## src/rtl/receptor_pedido_serial.sv

```systemverilog
// UART request receiver (8N1, or 8E1 with PARIDADE_PAR_EN) with valid/ready output.
// Drops malformed frames and illegal requests, pulsing the matching error flag.
module receptor_pedido_serial #(
    parameter int DIVISOR  = 434,
    parameter int MEIO_BIT = DIVISOR / 2
) (
    input  logic       clk,
    input  logic       reset,
    input  logic       rx,
    input  logic       pedido_pronto,
    output logic       pedido_valido,
    output logic [1:0] pedido_objeto,
    output logic [1:0] pedido_destino,
    output logic [1:0] pedido_origem,
    output logic       erro_quadro,
    output logic       erro_pedido,
    output logic       sobrescrita,
    output logic       recebendo,
    output logic [7:0] ultimo_byte_db
);

    localparam int CW = $clog2(DIVISOR);

    typedef enum logic [2:0] {
        OCIOSO,
        INICIO,
        DADOS,
`ifdef PARIDADE_PAR_EN
        PARIDADE,
`endif
        PARADA,
        ESPERA_ALTO
    } estado_t;

    estado_t       estado;
    logic          rx_m;
    logic          rs;
    logic [CW-1:0] cnt;
    logic [2:0]    idx;
    logic [7:0]    shreg;
    logic          fim_bit;
    logic          fim_meio;
    logic          byte_ok;
    logic          livre;

    assign fim_bit  = (cnt == CW'(DIVISOR - 1));
    assign fim_meio = (cnt == CW'(MEIO_BIT - 1));
    assign byte_ok  = (shreg[7:6] == 2'b00) && (shreg[1:0] != shreg[3:2]);
    // Output slot can take a new request if empty or being drained this cycle
    assign livre    = !pedido_valido || pedido_pronto;
    assign recebendo = (estado != OCIOSO);

    always_ff @(posedge clk or posedge reset) begin
        if (reset) begin
            rx_m <= 1'b1;
            rs   <= 1'b1;
        end else begin
            rx_m <= rx;
            rs   <= rx_m;
        end
    end

    always_ff @(posedge clk or posedge reset) begin
        if (reset) begin
            estado         <= OCIOSO;
            cnt            <= '0;
            idx            <= '0;
            shreg          <= '0;
            pedido_valido  <= 1'b0;
            pedido_objeto  <= '0;
            pedido_destino <= '0;
            pedido_origem  <= '0;
            erro_quadro    <= 1'b0;
            erro_pedido    <= 1'b0;
            sobrescrita    <= 1'b0;
            ultimo_byte_db <= '0;
        end else begin
            erro_quadro <= 1'b0;
            erro_pedido <= 1'b0;
            sobrescrita <= 1'b0;
            if (pedido_valido && pedido_pronto)
                pedido_valido <= 1'b0;

            unique case (estado)
                OCIOSO: begin
                    cnt <= '0;
                    if (!rs)
                        estado <= INICIO;
                end
                INICIO: begin
                    if (fim_meio) begin
                        cnt <= '0;
                        idx <= '0;
                        estado <= rs ? OCIOSO : DADOS;
                    end else begin
                        cnt <= cnt + 1'b1;
                    end
                end
                DADOS: begin
                    if (fim_bit) begin
                        cnt   <= '0;
                        shreg <= {rs, shreg[7:1]};
                        idx   <= idx + 1'b1;
                        if (idx == 3'd7) begin
`ifdef PARIDADE_PAR_EN
                            estado <= PARIDADE;
`else
                            estado <= PARADA;
`endif
                        end
                    end else begin
                        cnt <= cnt + 1'b1;
                    end
                end
`ifdef PARIDADE_PAR_EN
                PARIDADE: begin
                    if (fim_bit) begin
                        cnt <= '0;
                        if (^{shreg, rs}) begin
                            erro_quadro <= 1'b1;
                            estado      <= OCIOSO;
                        end else begin
                            estado <= PARADA;
                        end
                    end else begin
                        cnt <= cnt + 1'b1;
                    end
                end
`endif
                PARADA: begin
                    if (fim_bit) begin
                        cnt <= '0;
                        if (rs) begin
                            estado         <= OCIOSO;
                            ultimo_byte_db <= shreg;
                            if (!byte_ok) begin
                                erro_pedido <= 1'b1;
                            end else if (livre) begin
                                pedido_valido  <= 1'b1;
                                pedido_objeto  <= shreg[5:4];
                                pedido_destino <= shreg[3:2];
                                pedido_origem  <= shreg[1:0];
                            end else begin
                                sobrescrita <= 1'b1;
                            end
                        end else begin
                            erro_quadro <= 1'b1;
                            estado      <= ESPERA_ALTO;
                        end
                    end else begin
                        cnt <= cnt + 1'b1;
                    end
                end
                ESPERA_ALTO: begin
                    cnt <= '0;
                    if (rs)
                        estado <= OCIOSO;
                end
                default: begin
                    cnt    <= '0;
                    estado <= OCIOSO;
                end
            endcase
        end
    end

endmodule

```

## config.mk

```make
export PLATFORM = sky130hd
export DESIGN_NAME = receptor_pedido_serial
export DESIGN_NICKNAME = d
export VERILOG_FILES = /design/src/rtl/receptor_pedido_serial.sv
export SDC_FILE = /design/constraint.sdc
export NUM_CORES = 1
export LEC_CHECK = 0
export ABC_AREA = 1
export BUFFER_PORTS_ARGS = -buffer_cell sky130_fd_sc_hd__buf_2
export CAP_MARGIN = 20
export CORE_MARGIN = 1
export CORE_UTILIZATION = 30
export DETAILED_ROUTE_END_ITERATION = 12
export PLACE_DENSITY = 0.46
export RECOVER_POWER = 50
export SLEW_MARGIN = 10
export SYNTH_ARGS = -nofsm -noshare
export SYNTH_HDL_FRONTEND = slang
export SYNTH_SLANG_ARGS = --single-unit
```

## constraint.sdc

```tcl
create_clock -name clk -period 1.5 [get_ports clk]
set_input_delay 0.15 -clock clk [delete_from_list [all_inputs] [get_ports clk]]
set_output_delay 0.15 -clock clk [all_outputs]
set_load 0.005 [all_outputs]
```

==> results of run 1 <==
-- flip-flops by register name (all words and copies together) (netlist names), 2 cells and up --
register and count:
cnt 9, shreg 8, ultimo_byte_db 8, estado 3, idx 3, pedido_destino 2
pedido_objeto 2, pedido_origem 2
-- worst min-delay path by stage --
stage / startpoint / end / slack, ps
2_1_floorplan: rx / rx_m / 150
3_3_place_gp: reset / cnt[5] / 200
4_1_cts: pedido_pronto / sobrescrita / 210
3_5_place_dp: reset / cnt[4] / 210
6_report: pedido_pronto / sobrescrita / 260
5_1_grt: pedido_pronto / sobrescrita / 300
-- cell families after synthesis --
group,after synthesis,share of synthesized area (%)
compound gates,18,7.03
flops,43,51.3
simple gates,136,30.8
xor+xnor,2,0.834
fa+ha+maj,5,2.98
buf+inv,35,7.03
-- repair_timing --
| item | CTS | global route |
|---|---|---|
| endpoints found under the setup margin | 17 | 36 |
| hold buffers | 2 | 0 |
| gates resized for setup | 4 | 54 |
| gates cloned | 0 | 4 |
| pin swaps | 0 | 13 |
| endpoints found under the hold margin | 42 | 0 |
-- per-layer routing --
| layer | wire, um | GRT usage [%] | up-vias |
|---|---|---|---|
| met5 | 0 | 0 | - |
| met4 | 47 | 4.55 | 0 |
| met3 | 135 | 2.98 | 5 |
| met2 | 2020 | 18.9 | 25 |
| met1 | 2380 | 18.8 | 832 |
| li1 | - | - | 884 |
-- cell type report --
type / instances / area share [%]
multi-input combinational: 164 / 38.1
timing repair buffer: 51 / 13.1
inverter: 33 / 4.40
sequential: 43 / 36.8
clock buffer: 7 / 3.29
clock inverter: 1 / 0.256
tap: 96 / 4.10
-- where the power goes --
group	total [mW]	switching, mW	internal, mW	leakage [nW]
sequential	1.17	0.00237	1.16	0.579
clock	0.835	0.416	0.419	0.0505
combinational	0.0396	0.0287	0.0109	0.838
total	2.04	0.447	1.59	1.47
-- synthesized netlist by cell type (all sizes together) (2+ instances only) --
cell type,instances
nor2,28
nand4,4
inv,32
nor3,5
dfstp,2
dfrtp,41
ha,5
o21ai,16
nand3,21
buf,2
nand2,76
-- worst max-delay path, stage by stage (launching register included) --
cell,delay (ps)
dfrtp_1,390
inv_2,80
ha_4,130
inv_2,40
nor2_4,110
nand2_4,70
nor2_8,150
nand2_8,100
nor2_8,180
nand3_1,90
nand2_1,70
==> reports/summary.txt, run 1 <==
Outcome: complete, no violations
Non-filler cells, final: 395
Synth cell types: 25
Die Width: 85.7 um
Setup Viol. Count Final: 0
Die area: 7340 um2
Filler cell count: 682
CTS max path bufs: 2
Clk_lat worst skew: 300 ps
Drt initial violations: 61
Actual slew at the worst max-slew pin: 603 ps
Multi-input logic area: 1120 um2
Worst VDD drop: 0.377 mV
Postcts setup bufs: 0
Worst r2r src: cnt[1]
Clock buffer count from CTS: 5
Initial core utilization: 30.9%
Placed insts: 381
Clk_skew: 11.6 ps
Clock Pin Slew Worst Setup and Hold Paths: 90 ps
Initial antenna violation count: 0
CTS sink count: 43
Vias: 1,746
Crit path launch: cnt[1]
Fraction of registers with async set/reset: 100%
Pleak: 1.47 nW
Syn Area/Cell: 8.79 um2
Crit Path Max Fanout: 7
RSZ-0062 raised after global routing: true
Post-Synthesis Cell Area: 2100 um2
Area post-placement: 2530 um2
Final hold vios: 0
Final Routed Wirelength: 4.59 mm
Final standard cell area without fillers: 2930 um2
Area Overhead vs Synth: 39.5%
Detail Placement HPWL: 3.16 mm
Reg2reg path depth: 10
Total power: 2.04 mW
Final min period: 1470 ps
Vias per cell: 4.42
Antenna Nets Post-Route: 0
Critical Path RT: 1740 ps
Drt drc: 0
Peak Freq: 0.682 GHz
Area leader, netlist: dfrtp_1
Cells after synthesis: 239
Post-route setup TNS: 0 ps
Final worst slack: 34.6 ps
Worst r2r dst: pedido_objeto[1]
Gp weighted congestion: 0.793
Layout cell share with drive strength beyond 1: 44.8%
Fin crit share: 97.7%
N_diodes: 0
Synth Net Count: 248
Worst setup EP type: flop
Reg area: 1080 um2
CP Class: flop to flop
Final nets: 307
Seq cells post-synth: 43
Max Slew Vio Count: 0
Critical Path AT: 1710 ps
Core ar.: 6790 um2
Register area share after synthesis: 51.3%
Synth warn: 0
Num rows: 30
Detailed-router iteration count before antenna repair: 4
Root buf cell: clkbuf_8
Yosys top cell area share: 48.8%
Avg WL per Cell: 11.6 um
Ports: 23
Worst reg-to-reg setup slack: 30 ps
Pre-CTS WS: -62.3 ps
MaxCap Viol Count: 0
Port Buffers: 22
CTS tree: yes
First-pass GRT wire length: 7.48 mm
Critical path endpoint: pedido_objeto[1]
Largest net degree at the start of global routing: 44
Vias in the first global route: 1,585
Synth top area cells: dfrtp_1, nand2_1, o21ai_2
Hold depth: 4
Most common cell after layout, fill and taps aside: nand2_1
EDFF count, synth: 0
Max-slew headroom: 59.8%
Worst Hold Class: primary input to flop
H-Tree Depth: 2
Die Y: 85.7 um
Power per cell area: 696 nW/um2
Ys flop type: dfrtp_1
Most frequent cells in the layout: nand2_1, dfrtp_1, inv_1
CP Launch Type: flop
GRT overflow: 0
Total GRT Usage: 13.0%
Hold_ws: 262 ps
Final core occ: 43.1%
No activity file was read; power rests on OpenSTA's default activity.
==> run 2: changes to the inputs <==
==> constraint.sdc (replaced) <==
create_clock -name clk -period 1.5 [get_ports clk]
set_input_delay 0.075 -clock clk [delete_from_list [all_inputs] [get_ports clk]]
set_output_delay 0.075 -clock clk [all_outputs]
set_load 0.005 [all_outputs]
==> run 2 against run 1 <==
  * Clock power rose by 9.0%
  * Clock skew up 2.3 ps
  * Worst setup slack improved by 13 ps
  * Maximum frequency up 0.92%
  * Sequential share of layout area grew 0.32 points
  * Critical path type unchanged
  * Critical endpoint is now pedido_objeto[0]
  * Largest power group unchanged
==> reports/summary.txt, run 2 (same netlist as run 1, synthesis figures left out) <==
Outcome: complete, no violations
Max reg flops: 9
Actual slew at the worst max-slew pin: 644 ps
Most frequent cells in the layout: nand2_1, dfrtp_1, inv_1
RSZ-0062 raised after global routing: true
Fin crit share: 96.8%
Core ar.: 6790 um2
Worst r2r dst: pedido_objeto[0]
Most common cell after layout, fill and taps aside: nand2_1
CP Class: flop to flop
Worst Hold Endpoint: sobrescrita
Antenna Nets Post-Route: 0
Vias per cell: 4.34
Max-slew headroom: 57.0%
Post-route setup TNS: 0 ps
Vias in the first global route: 1,591
Die area: 7340 um2
Die Y: 85.7 um
First-pass GRT wire length: 7.33 mm
Critical Path RT: 1740 ps
N_diodes: 0
Power per cell area: 728 nW/um2
Peak Freq: 0.689 GHz
Clock Pin Slew Worst Setup and Hold Paths: 80 ps
Drt initial violations: 60
Gp weighted congestion: 0.810
Final nets: 307
Layout cell share with drive strength beyond 1: 43.8%
Pre-CTS WS: -47.3 ps
Final hold vios: 0
Clk_skew: 13.8 ps
Final Routed Wirelength: 4.51 mm
Hold depth: 4
Initial antenna violation count: 0
Pleak: 1.47 nW
Vias: 1,714
CTS tree: yes
Port Buffers: 22
Area Overhead vs Synth: 38.3%
Hold Startpoint: pedido_pronto
Worst setup EP type: flop
Setup Viol. Count Final: 0
MaxCap Viol Count: 0
Most crowded layer after global routing: met2
Drt drc: 0
H-Tree Depth: 2
CP Launch Type: flop
Detail Placement HPWL: 3.17 mm
Clk_lat worst skew: 300 ps
Filler cell count: 694
Largest Register: cnt
Reg2reg path depth: 10
Critical Path AT: 1690 ps
Ports: 23
Hold_ws: 220 ps
Worst r2r src: cnt[1]
Met1 GRT Util: 18.4%
CTS sink count: 43
Initial core utilization: 30.9%
Root buf cell: clkbuf_8
Largest net degree at the start of global routing: 20
Total power: 2.12 mW
Max Slew Vio Count: 0
Final min period: 1450 ps
Largest regs: cnt: 9 flops, shreg: 8 flops, ultimo_byte_db: 8 flops
Clock buffer count from CTS: 5
Worst Hold Class: primary input to flop
Final worst slack: 48.0 ps
Avg WL per Cell: 11.4 um
Detailed-router iteration count before antenna repair: 6
CTS max path bufs: 2
Die Width: 85.7 um
Num rows: 30
Crit Path Max Fanout: 7
Worst reg-to-reg setup slack: 50 ps
Met3 GRT Util: 2.60%
Total GRT Usage: 12.8%
GRT overflow: 0
Met2 Usage GRT: 18.7%
Worst VDD drop: 0.329 mV
## run 2: timing repair
action / CTS / global route
hold buffers: 2 / 0
endpoints found under the setup margin: 17 / 37
pin swaps: 0 / 17
resized for setup: 2 / 52
endpoints found under the hold margin: 14 / 0
buffers inserted: 0 / 0
cloned: 0 / 3
## run 2: how the worst max path moves through the flow
stage                 from                end  slack (ps)
finish              cnt[1]   pedido_objeto[0]          50
global route        cnt[1]             idx[1]         -50
CTS                 cnt[1]           shreg[7]           7
detailed placement  cnt[1]  pedido_destino[0]         -50
global placement    cnt[1]  pedido_destino[0]         -70
floorplan           cnt[1]  ultimo_byte_db[5]           9
## run 2: where the power goes
group / internal (mW) / switching [mW]
Combinational: 0.0118 / 0.0286
Sequential: 1.16 / 0.00240
Clock: 0.496 / 0.414
## run 2: stage by stage
step,cells,utilization [%],area [um2]
6_report,395,42.8,2910
5_1_grt,395,42.8,2910
4_1_cts,392,39.2,2660
3_5_place_dp,382,37.1,2520
3_3_place_gp,382,37.1,2520
2_1_floorplan,239,-,2100
## run 2: critical path, cell delays in order (launching register included)
cell,delay (ps)
dfrtp_1,390
inv_2,80
ha_4,130
inv_2,40
nor2_4,120
nand2_4,70
nor2_8,150
nand2_8,90
nor2_8,200
nand3_2,80
nand2_1,70
## run 2: routing by layer
layer	vias to the layer above	wire length, um
li1	874	-
met3	5	90
met1	818	2370
met2	17	2000
met5	-	0
met4	0	58
## run 2: area by class of cell
cell class | instances | area, um2 | area share [%]
Timing Repair Buffer | 52 | 378 | 13.0
Tap cell | 96 | 120 | 4.13
Multi-Input combinational cell | 163 | 1090 | 37.5
Sequential cell | 43 | 1080 | 37.1
Clock buffer | 5 | 68.8 | 2.37
Inverter | 33 | 128 | 4.39
Clock inverter | 3 | 43.8 | 1.51
